### config.mk
export PLATFORM = sky130hd
export DESIGN_NAME = mem_access_flat
export DESIGN_NICKNAME = d
export VERILOG_FILES = /design/src/rtl/mips_mem_pkg.sv /design/src/rtl/mem_access_if.sv /design/src/rtl/mem_load_align.sv /design/src/rtl/mem_access.sv /design/src/flat_wrapper.sv
export SDC_FILE = /design/constraint.sdc
export NUM_CORES = 1
export LEC_CHECK = 0
export ABC_AREA = 1
export CORE_AREA = 2 2 182 131
export DETAILED_ROUTE_END_ITERATION = 8
export DIE_AREA = 0 0 184 133
export PLACE_DENSITY = 0.54
export SYNTH_ARGS = -nofsm -noshare
export SYNTH_HDL_FRONTEND = slang
export SYNTH_SLANG_ARGS = --single-unit
### constraint.sdc
create_clock -name clk -period 2.32 [get_ports clk]
set_input_delay 0.348 -clock clk [delete_from_list [all_inputs] [get_ports clk]]
set_output_delay 0.348 -clock clk [all_outputs]
set_load 0.1 [all_outputs]
### src/rtl/mips_mem_pkg.sv
// Shared encodings for the MEM-stage data-bus access path: access sizes,
// FSM states, byte-enable patterns and the alignment rule.
package mips_mem_pkg;

    localparam logic [1:0] SZ_BYTE = 2'b00;
    localparam logic [1:0] SZ_HALF = 2'b01;
    localparam logic [1:0] SZ_WORD = 2'b10;

    localparam logic [3:0] BE_BYTE = 4'b0001;
    localparam logic [3:0] BE_HALF = 4'b0011;
    localparam logic [3:0] BE_WORD = 4'b1111;

    typedef enum logic [1:0] {
        IDLE = 2'd0,
        WAIT = 2'd1,
        DONE = 2'd2
    } state_e;

    // Size 11 falls into the word case.
    function automatic logic addr_aligned(input logic [1:0] size, input logic [1:0] off);
        case (size)
            SZ_BYTE: return 1'b1;
            SZ_HALF: return ~off[0];
            default: return (off == 2'b00);
        endcase
    endfunction

endpackage

### src/rtl/mem_access_if.sv
// Data-bus request/response signals between the MEM stage and memory.
interface mem_access_if;
    logic        dbus_req;
    logic        dbus_we;
    logic [31:0] dbus_addr;
    logic [3:0]  dbus_be;
    logic [31:0] dbus_wdata;
    logic        dbus_ack;
    logic [31:0] dbus_rdata;
    logic        dbus_err;

    modport master (
        output dbus_req, dbus_we, dbus_addr, dbus_be, dbus_wdata,
        input  dbus_ack, dbus_rdata, dbus_err
    );

    modport slave (
        input  dbus_req, dbus_we, dbus_addr, dbus_be, dbus_wdata,
        output dbus_ack, dbus_rdata, dbus_err
    );
endinterface

### src/rtl/mem_load_align.sv
// Selects the addressed byte/half from a read word and sign- or zero-extends it.
module mem_load_align
    import mips_mem_pkg::*;
(
    input  logic [31:0] rdata,
    input  logic [1:0]  off,
    input  logic [1:0]  size,
    input  logic        is_unsigned,
    output logic [31:0] data
);

    logic [7:0]  lane_b;
    logic [15:0] lane_h;

    always_comb begin
        case (off)
            2'd0:    lane_b = rdata[7:0];
            2'd1:    lane_b = rdata[15:8];
            2'd2:    lane_b = rdata[23:16];
            default: lane_b = rdata[31:24];
        endcase
        lane_h = off[1] ? rdata[31:16] : rdata[15:0];

        case (size)
            SZ_BYTE: data = {{24{~is_unsigned & lane_b[7]}}, lane_b};
            SZ_HALF: data = {{16{~is_unsigned & lane_h[15]}}, lane_h};
            default: data = rdata;
        endcase
    end

endmodule

### src/rtl/mem_access.sv
// MEM-stage load/store unit: checks alignment, issues one registered data-bus
// transfer, stalls the pipe until it completes, and handles error/timeout/flush.
module mem_access
    import mips_mem_pkg::*;
#(
    parameter int TIMEOUT = 64
) (
    input  logic        clk,
    input  logic        rst_n,
    input  logic        M_memread,
    input  logic        M_memwrite,
    input  logic [1:0]  M_size,
    input  logic        M_unsigned,
    input  logic [31:0] M_alu_out,
    input  logic [31:0] M_wdata,
    input  logic        M_flush,
    input  logic        WB_stall,
    output logic        M_stall,
    output logic [31:0] M_readdata,
    output logic        M_adel,
    output logic        M_ades,
    output logic        M_buserr,
    mem_access_if.master dbus
);

    localparam int CNT_W = ($clog2(TIMEOUT + 1) > 8) ? $clog2(TIMEOUT + 1) : 8;

    state_e             state, state_d;
    logic               req_q, we_q, kill_q;
    logic [31:0]        addr_q, wdata_q, rdata_q;
    logic [3:0]         be_q;
    logic               buserr_q;
    logic [CNT_W-1:0]   cnt_q;

    logic               aligned, issue, xfer_end, ok_load, fail, killed, timeout;
    logic [3:0]         be_d;
    logic [31:0]        wdata_d, ld_data;

    assign aligned = addr_aligned(M_size, M_alu_out[1:0]);
    assign killed  = kill_q | M_flush;
    assign timeout = (cnt_q == CNT_W'(TIMEOUT - 1));

    always_comb begin
        case (M_size)
            SZ_BYTE: begin
                be_d    = BE_BYTE << M_alu_out[1:0];
                wdata_d = {4{M_wdata[7:0]}};
            end
            SZ_HALF: begin
                be_d    = BE_HALF << {M_alu_out[1], 1'b0};
                wdata_d = {2{M_wdata[15:0]}};
            end
            default: begin
                be_d    = BE_WORD;
                wdata_d = M_wdata;
            end
        endcase
    end

    mem_load_align u_load_align (
        .rdata       (dbus.dbus_rdata),
        .off         (M_alu_out[1:0]),
        .size        (M_size),
        .is_unsigned (M_unsigned),
        .data        (ld_data)
    );

    always_ff @(posedge clk or negedge rst_n) begin
        if (!rst_n) state <= IDLE;
        else        state <= state_d;
    end

    always_comb begin
        state_d  = state;
        issue    = 1'b0;
        xfer_end = 1'b0;
        ok_load  = 1'b0;
        fail     = 1'b0;
        M_stall  = 1'b0;
        M_adel   = 1'b0;
        M_ades   = 1'b0;
        case (state)
            IDLE: begin
                if ((M_memread | M_memwrite) & ~M_flush) begin
                    if (aligned) begin
                        issue   = 1'b1;
                        M_stall = 1'b1;
                        state_d = WAIT;
                    end else begin
                        M_adel = M_memread;
                        M_ades = M_memwrite & ~M_memread;
                    end
                end
            end
            WAIT: begin
                M_stall = 1'b1;
                if (dbus.dbus_ack | timeout) begin
                    xfer_end = 1'b1;
                    // A killed instruction drains silently back to IDLE.
                    if (killed) begin
                        state_d = IDLE;
                    end else begin
                        state_d = DONE;
                        fail    = ~dbus.dbus_ack | dbus.dbus_err;
                        ok_load = dbus.dbus_ack & ~dbus.dbus_err & ~we_q;
                    end
                end
            end
            DONE: begin
                M_stall = WB_stall;
                if (!WB_stall) state_d = IDLE;
            end
            default: state_d = IDLE;
        endcase
    end

    always_ff @(posedge clk or negedge rst_n) begin
        if (!rst_n) begin
            req_q    <= 1'b0;
            we_q     <= 1'b0;
            addr_q   <= '0;
            be_q     <= '0;
            wdata_q  <= '0;
            rdata_q  <= '0;
            buserr_q <= 1'b0;
            kill_q   <= 1'b0;
            cnt_q    <= '0;
        end else begin
            buserr_q <= fail;
            if (issue) begin
                req_q   <= 1'b1;
                we_q    <= M_memwrite;
                addr_q  <= {M_alu_out[31:2], 2'b00};
                be_q    <= be_d;
                wdata_q <= wdata_d;
                kill_q  <= 1'b0;
                cnt_q   <= '0;
            end else if (state == WAIT) begin
                if (xfer_end) begin
                    req_q  <= 1'b0;
                    kill_q <= 1'b0;
                end else begin
                    kill_q <= killed;
                    if (cnt_q != '1) cnt_q <= cnt_q + 1'b1;
                end
            end
            if (fail)         rdata_q <= '0;
            else if (ok_load) rdata_q <= ld_data;
        end
    end

    assign dbus.dbus_req   = req_q;
    assign dbus.dbus_we    = we_q;
    assign dbus.dbus_addr  = addr_q;
    assign dbus.dbus_be    = be_q;
    assign dbus.dbus_wdata = wdata_q;
    assign M_readdata      = rdata_q;
    assign M_buserr        = buserr_q;

endmodule

### src/flat_wrapper.sv
// flat-port wrapper written by rule: the top's interface ports become plain ports
module mem_access_flat import mips_mem_pkg::*;
#(
    parameter int TIMEOUT = 64
)
  (clk, rst_n, M_memread, M_memwrite, M_size, M_unsigned, M_alu_out, M_wdata, M_flush, WB_stall, M_stall, M_readdata, M_adel, M_ades, M_buserr, dbus_dbus_req, dbus_dbus_we, dbus_dbus_addr, dbus_dbus_be, dbus_dbus_wdata, dbus_dbus_ack, dbus_dbus_rdata, dbus_dbus_err);
  mem_access_if dbus_i ();
  input  logic clk;
  input  logic rst_n;
  input  logic M_memread;
  input  logic M_memwrite;
  input  logic [1:0] M_size;
  input  logic M_unsigned;
  input  logic [31:0] M_alu_out;
  input  logic [31:0] M_wdata;
  input  logic M_flush;
  input  logic WB_stall;
  output logic M_stall;
  output logic [31:0] M_readdata;
  output logic M_adel;
  output logic M_ades;
  output logic M_buserr;
  output wire logic [$bits(dbus_i.dbus_req)-1:0] dbus_dbus_req;
  output wire logic [$bits(dbus_i.dbus_we)-1:0] dbus_dbus_we;
  output wire logic [$bits(dbus_i.dbus_addr)-1:0] dbus_dbus_addr;
  output wire logic [$bits(dbus_i.dbus_be)-1:0] dbus_dbus_be;
  output wire logic [$bits(dbus_i.dbus_wdata)-1:0] dbus_dbus_wdata;
  input wire logic [$bits(dbus_i.dbus_ack)-1:0] dbus_dbus_ack;
  input wire logic [$bits(dbus_i.dbus_rdata)-1:0] dbus_dbus_rdata;
  input wire logic [$bits(dbus_i.dbus_err)-1:0] dbus_dbus_err;
  assign dbus_dbus_req = dbus_i.dbus_req;
  assign dbus_dbus_we = dbus_i.dbus_we;
  assign dbus_dbus_addr = dbus_i.dbus_addr;
  assign dbus_dbus_be = dbus_i.dbus_be;
  assign dbus_dbus_wdata = dbus_i.dbus_wdata;
  assign dbus_i.dbus_ack = dbus_dbus_ack;
  assign dbus_i.dbus_rdata = dbus_dbus_rdata;
  assign dbus_i.dbus_err = dbus_dbus_err;
  mem_access #(.TIMEOUT(TIMEOUT)) u_core (.clk(clk), .rst_n(rst_n), .M_memread(M_memread), .M_memwrite(M_memwrite), .M_size(M_size), .M_unsigned(M_unsigned), .M_alu_out(M_alu_out), .M_wdata(M_wdata), .M_flush(M_flush), .WB_stall(WB_stall), .M_stall(M_stall), .M_readdata(M_readdata), .M_adel(M_adel), .M_ades(M_ades), .M_buserr(M_buserr), .dbus(dbus_i));
endmodule
Word level (Yosys, flattened, before mapping)
Index checks and enable logic that the tools add are counted.

storage, ports and cells
  ROM bits = 0
  bits of input ports = 107
  word-level logic and storage cells = 94
  RAM bits = 0
  bits in registers = 112
  bits in latches = 0
  output and inout bits = 106
  memories = 0

operators by class
  div/mod/pow operators = 0
  bitwise gates (word level) = 17
  $add $sub $neg = 1
  multiplexer cells = 42
  equality and inequality tests = 12
  multipliers = 0
  order comparisons = 0
  reduce and logical (&&, ||, !) cells = 10
  shift operators = 2

operators with widths
  operator                                         number
  one-hot mux 32 bit (2 select lines)              2
  2-to-1 mux 32 bit                                2
  2-to-1 mux 8 bit                                 4
  one-hot mux 8 bit (3 select lines)               1
  2-to-1 mux 1 bit                                 23
  2-to-1 mux 16 bit                                1
  2-to-1 mux 2 bit                                 5
  adder 8 x 1 -> 8 bit, second input constant      1
  == test 8 x 6 -> 1 bit, second input constant    1
  != test 2 x 1 -> 1 bit, second input constant    4
  != test 8 bit, second input constant             1
  one-hot mux 4 bit (2 select lines)               1
  nonzero test 2 bit                               4
  inverter 1 bit                                   7
  AND 1 bit                                        6
  == test 2 x 1 -> 1 bit, second input constant    3
  zero test 2 bit                                  3
  one-hot mux 2 bit (3 select lines)               1
  == test 2 bit, second input constant             2
  bitwise OR 1 bit                                 4
  AND reduction 4 bit                              1
  << shifter 1 x 2 -> 4 bit, first input constant  1
  << shifter 2 x 2 -> 4 bit, first input constant  1
  one-hot mux 1 bit (3 select lines)               1
  4 further kinds                                  4

Depth between registers and ports, before layout
  depth after elaboration = 8
  mapped depth = 9
  depth with buffers taken out = 9

Cells and area by module
From an unflattened synthesis, not the netlist that was laid out.

unflattened totals
  cells, all modules = 748
  area, all modules = 5,848.1 um^2

modules (own cells, without submodules)
  module          area each (um^2)  cells an instance  instances  seq. area each (um^2)
  mem_access      4,969.8           591                1          2,802.7
  mem_load_align  878.3             157                1          0.0

Worst setup path before layout
Ideal clock, no wire load.

  path kind = input to output
  start point = in M_size[1]
  end point = out M_ades
  arrival time = 3.546 ns
  path slack = -1.574 ns
  data required time = 1.972 ns
  path buffers = 0
  cell stages on the path = 6
  cells stage by stage = nor2_2 -> inv_2 -> nand2_1 -> inv_2 -> nand2_1 -> nor4_1

on the way
  longest elaborated chain between the ends = 5
  elaborated cells on any way between the ends = 6
  classes of those cells = 1 x eq/ne; 4 x mux; 1 x reduce/logical

ends and longest elaborated chain
  what                                                              RTL line            text
  from (decl)                                                       flat_wrapper.sv:12  input logic [1:0] M_size;
  == test 2 x 1 -> 1 bit / zero test 2 bit (equally long branches)  mips_mem_pkg.sv:21  case (size)
  one-hot mux 1 bit (2 select lines) *                              mips_mem_pkg.sv:21
  2-to-1 mux 1 bit *                                                mem_access.sv:85    if (aligned) begin
  2-to-1 mux 1 bit *                                                mem_access.sv:84    if ((M_memread | M_memwrite) & ~M_flush) begin
  2-to-1 mux 1 bit *                                                mem_access.sv:82    case (state)
  to (decl)                                                         flat_wrapper.sv:21  output logic M_ades;

Every way passes the cells marked *; elsewhere a longest branch is shown, timed or not.

Worst setup path in the final report
  start point = in M_size[0]
  end point = out M_ades

Same word-level chain as after synthesis.

==> flow_metrics.tcl <==
set metrics [dict create \
    status "finished, final reports clean" \
    io_buffers 210 \
    relSlewSlack 0.489 \
    root_buffer "clkbuf_16" \
    clkSinkCount 112 \
    die_x_um 184 \
    power-per-cell-area_nw_per_um2 1450 \
    hp-class "primary input to async pin" \
    start_util 0.244 \
    seq_area_frac_synth 0.502 \
    design_area_um2 8230 \
    crit_type "primary input to output port" \
    grt_pass1_wl_mm 31.2 \
    critical_path_arrival_ns 1.80 \
    rsz0062_at_grt "false" \
    coreArea_um2 22900 \
    clockBufferDepth 2 \
    clock_latency_ns 0.36 \
    end_kind "output port" \
    overflow 0 \
    grtUsageTotal 0.165 \
    cts_tree "done" \
    period_minus_slack_ns 2.15 \
    yosysWarningCount 0 \
    fp-row-count 47 \
    io_pins 213 \
    maxCapViolations 0 \
    netlist_instances 762 \
    max_freq_mhz 465 \
    wl_mm 19.9 \
    netlist_area_um2 5590 \
    setup_violations 0 \
    final_nets 1082 \
    ys_ff_latch 112 \
    tightestPinTransition_ns 0.763 \
    drive_gt1_frac 0.168 \
    placed_cell_area_um2 7910 \
    first_global_vias 5394 \
    drc 0 \
    numCtsBuffers 9 \
    gp_congestion 0.871 \
    grt_max_degree 44 \
    setup_tns_ns 0 \
    worst_slack_ns 0.170 \
    syn2layout_area_growth_pct 47.2 \
    post_cts.repair.setup_buffers 0 \
    die_h_um 133 \
    via_per_inst 4.37 \
    dr.pass1.iters 4 \
    finalPower_mw 11.9 \
    die_area_um2 24500 \
    fin_crit_sh 0.927 \
    hpwlAfterDp_mm 14.9 \
    antenna_left 0 \
    htreeDepth 3 \
    cp_max_fo 2 \
    vias 5568 \
    cp-start-kind "primary input" \
    fin_cells 1273 \
    finClkSkew_ns 0.0104 \
    final_cell_mix "nand2_1, buf_4, dfrtp_1, clkdlybuf4s50_1, nor2_1" \
    antenna_found_initial 0 \
    syn_avg_cell_area_um2 7.33 \
    place_inst 1256 \
    layout_commonest_cell "nand2_1" \
    hold_viol 0 \
    diodes 0 \
    leakagePower_nw 4.23 \
    irDropWorstVdd_mv 0.669 \
    r2r_slack_ns 0.47 \
    wl_per_cell_um 15.6 \
    slew_viol_final 0 \
    yosysUniqueCellTypes 31 \
    worstPathRequired_ns 1.97 \
    pre_cts_slack_ns 0.139 \
    drtIter0Drc 331 \
    clk_pin_slew_ns 0.08 \
]
==> metrics by stage <==
step	util	hold WS, ns
3_5_place_dp	0.345	0.325
5_1_grt	0.359	0.497
6_report	0.359	0.468
4_1_cts	0.359	0.463
2_1_floorplan	-	0.0524
3_3_place_gp	0.345	0.325
==> synth_stat cells <==
| master | n | area [um2] |
|---|---|---|
| o21bai_1 | 2 | 15.0 |
| xnor2_1 | 1 | 8.76 |
| nand3_4 | 2 | 35.0 |
| inv_1 | 31 | 116 |
| nand2_2 | 3 | 18.8 |
| dfrtp_1 | 112 | 2800 |
| nand3_2 | 1 | 10.0 |
| nor2_1 | 50 | 188 |
| o21ai_2 | 1 | 8.76 |
| o22ai_1 | 1 | 6.26 |
| conb_1 | 1 | 3.75 |
| a21oi_1 | 37 | 185 |
| nor3_1 | 2 | 10.0 |
| buf_4 | 8 | 60.1 |
| nand4_1 | 1 | 6.26 |
| buf_6 | 2 | 22.5 |
| nor2_2 | 1 | 6.26 |
| o21ai_1 | 2 | 10.0 |
| ha_1 | 1 | 12.5 |
| nand2_1 | 379 | 1420 |
| nand3_1 | 42 | 210 |
| a31oi_1 | 8 | 50.1 |
| buf_2 | 14 | 70.1 |
| inv_2 | 3 | 11.3 |
| o21ai_0 | 36 | 180 |
| nor4_1 | 1 | 6.26 |
| clkinv_1 | 1 | 3.75 |
| xor2_1 | 1 | 8.76 |
| clkbuf_1 | 13 | 48.8 |
| nand3b_1 | 2 | 15.0 |
| nor2_4 | 3 | 33.8 |
==> area by class of cell <==
class                   count  area (um2)
clock buffers               9         225
clock inverters             7        85.1
fillers                  2436       14700
inverters                  35         131
multi-input cells         579        2470
flip-flops and latches    112        2800
well taps                 294         368
repair buffers            237        2140
==> critical path: stages <==
cell and delay (ns):
clkdlybuf4s50_1 0.51, nor2_2 0.06, inv_2 0.05, nand2_1 0.14
inv_2 0.12, nand2_1 0.09, nor4_2 0.26, buf_12 0.22
==> cell families after synthesis <==
| kind of cell | synth area share |
|---|---|
| AO/OA/AOI/OAI | 0.0815 |
| XOR/XNOR | 0.00314 |
| adder cells (fa/ha/maj) | 0.00224 |
| buffers and inverters | 0.0596 |
| flip-flops | 0.502 |
| other | 0.000671 |
| AND/OR/NAND/NOR | 0.351 |
==> state kept, by name, indices dropped and copies added (netlist names) <==
name                    flops
u_core.dbus.dbus_we         1
u_core.kill_q               1
u_core.M_readdata          32
u_core.dbus.dbus_be         4
u_core.dbus.dbus_addr      30
u_core.state                2
u_core.dbus.dbus_req        1
u_core.dbus.dbus_wdata     32
u_core.cnt_q                8
u_core.M_buserr             1
==> worst paths after layout <==
path,to,start,depth (start not counted)
worst max-delay path,M_ades,M_size[0],8
worst min-delay path,u_core.M_readdata[31],rst_n,2
worst max register to register,u_core.cnt_q[4],u_core.cnt_q[0],9
worst min register to register,u_core.dbus.dbus_wdata[1],u_core.dbus.dbus_wdata[1],2
max in group asynchronous,u_core.dbus.dbus_addr[5],rst_n,3
min in group clk,u_core.dbus.dbus_wdata[1],u_core.dbus.dbus_wdata[1],2
==> where the power goes <==
| group | switching [mW] | total (mW) | internal (mW) |
|---|---|---|---|
| clock network | 0.826 | 1.69 | 0.865 |
| logic | 5.69 | 7.12 | 1.43 |
| registers | 0.465 | 3.09 | 2.62 |
==> per-layer routing <==
| layer | wire [um] | global-route usage | part of all wire |
|---|---|---|---|
| met4 | 398 | 0.0467 | 0.020 |
| met5 | 0 | 0 | 0 |
| met3 | 1260 | 0.0396 | 0.063 |
| met2 | 7940 | 0.231 | 0.40 |
| met1 | 10300 | 0.250 | 0.52 |
==> timing repair <==
| item | 4_1_cts | 5_1_grt |
|---|---|---|
| gates resized for setup | 0 | 0 |
| hold buffers | 1 | 0 |
| endpoints found under the hold margin | 29 | 0 |
No activity file was read; power rests on OpenSTA's default activity.
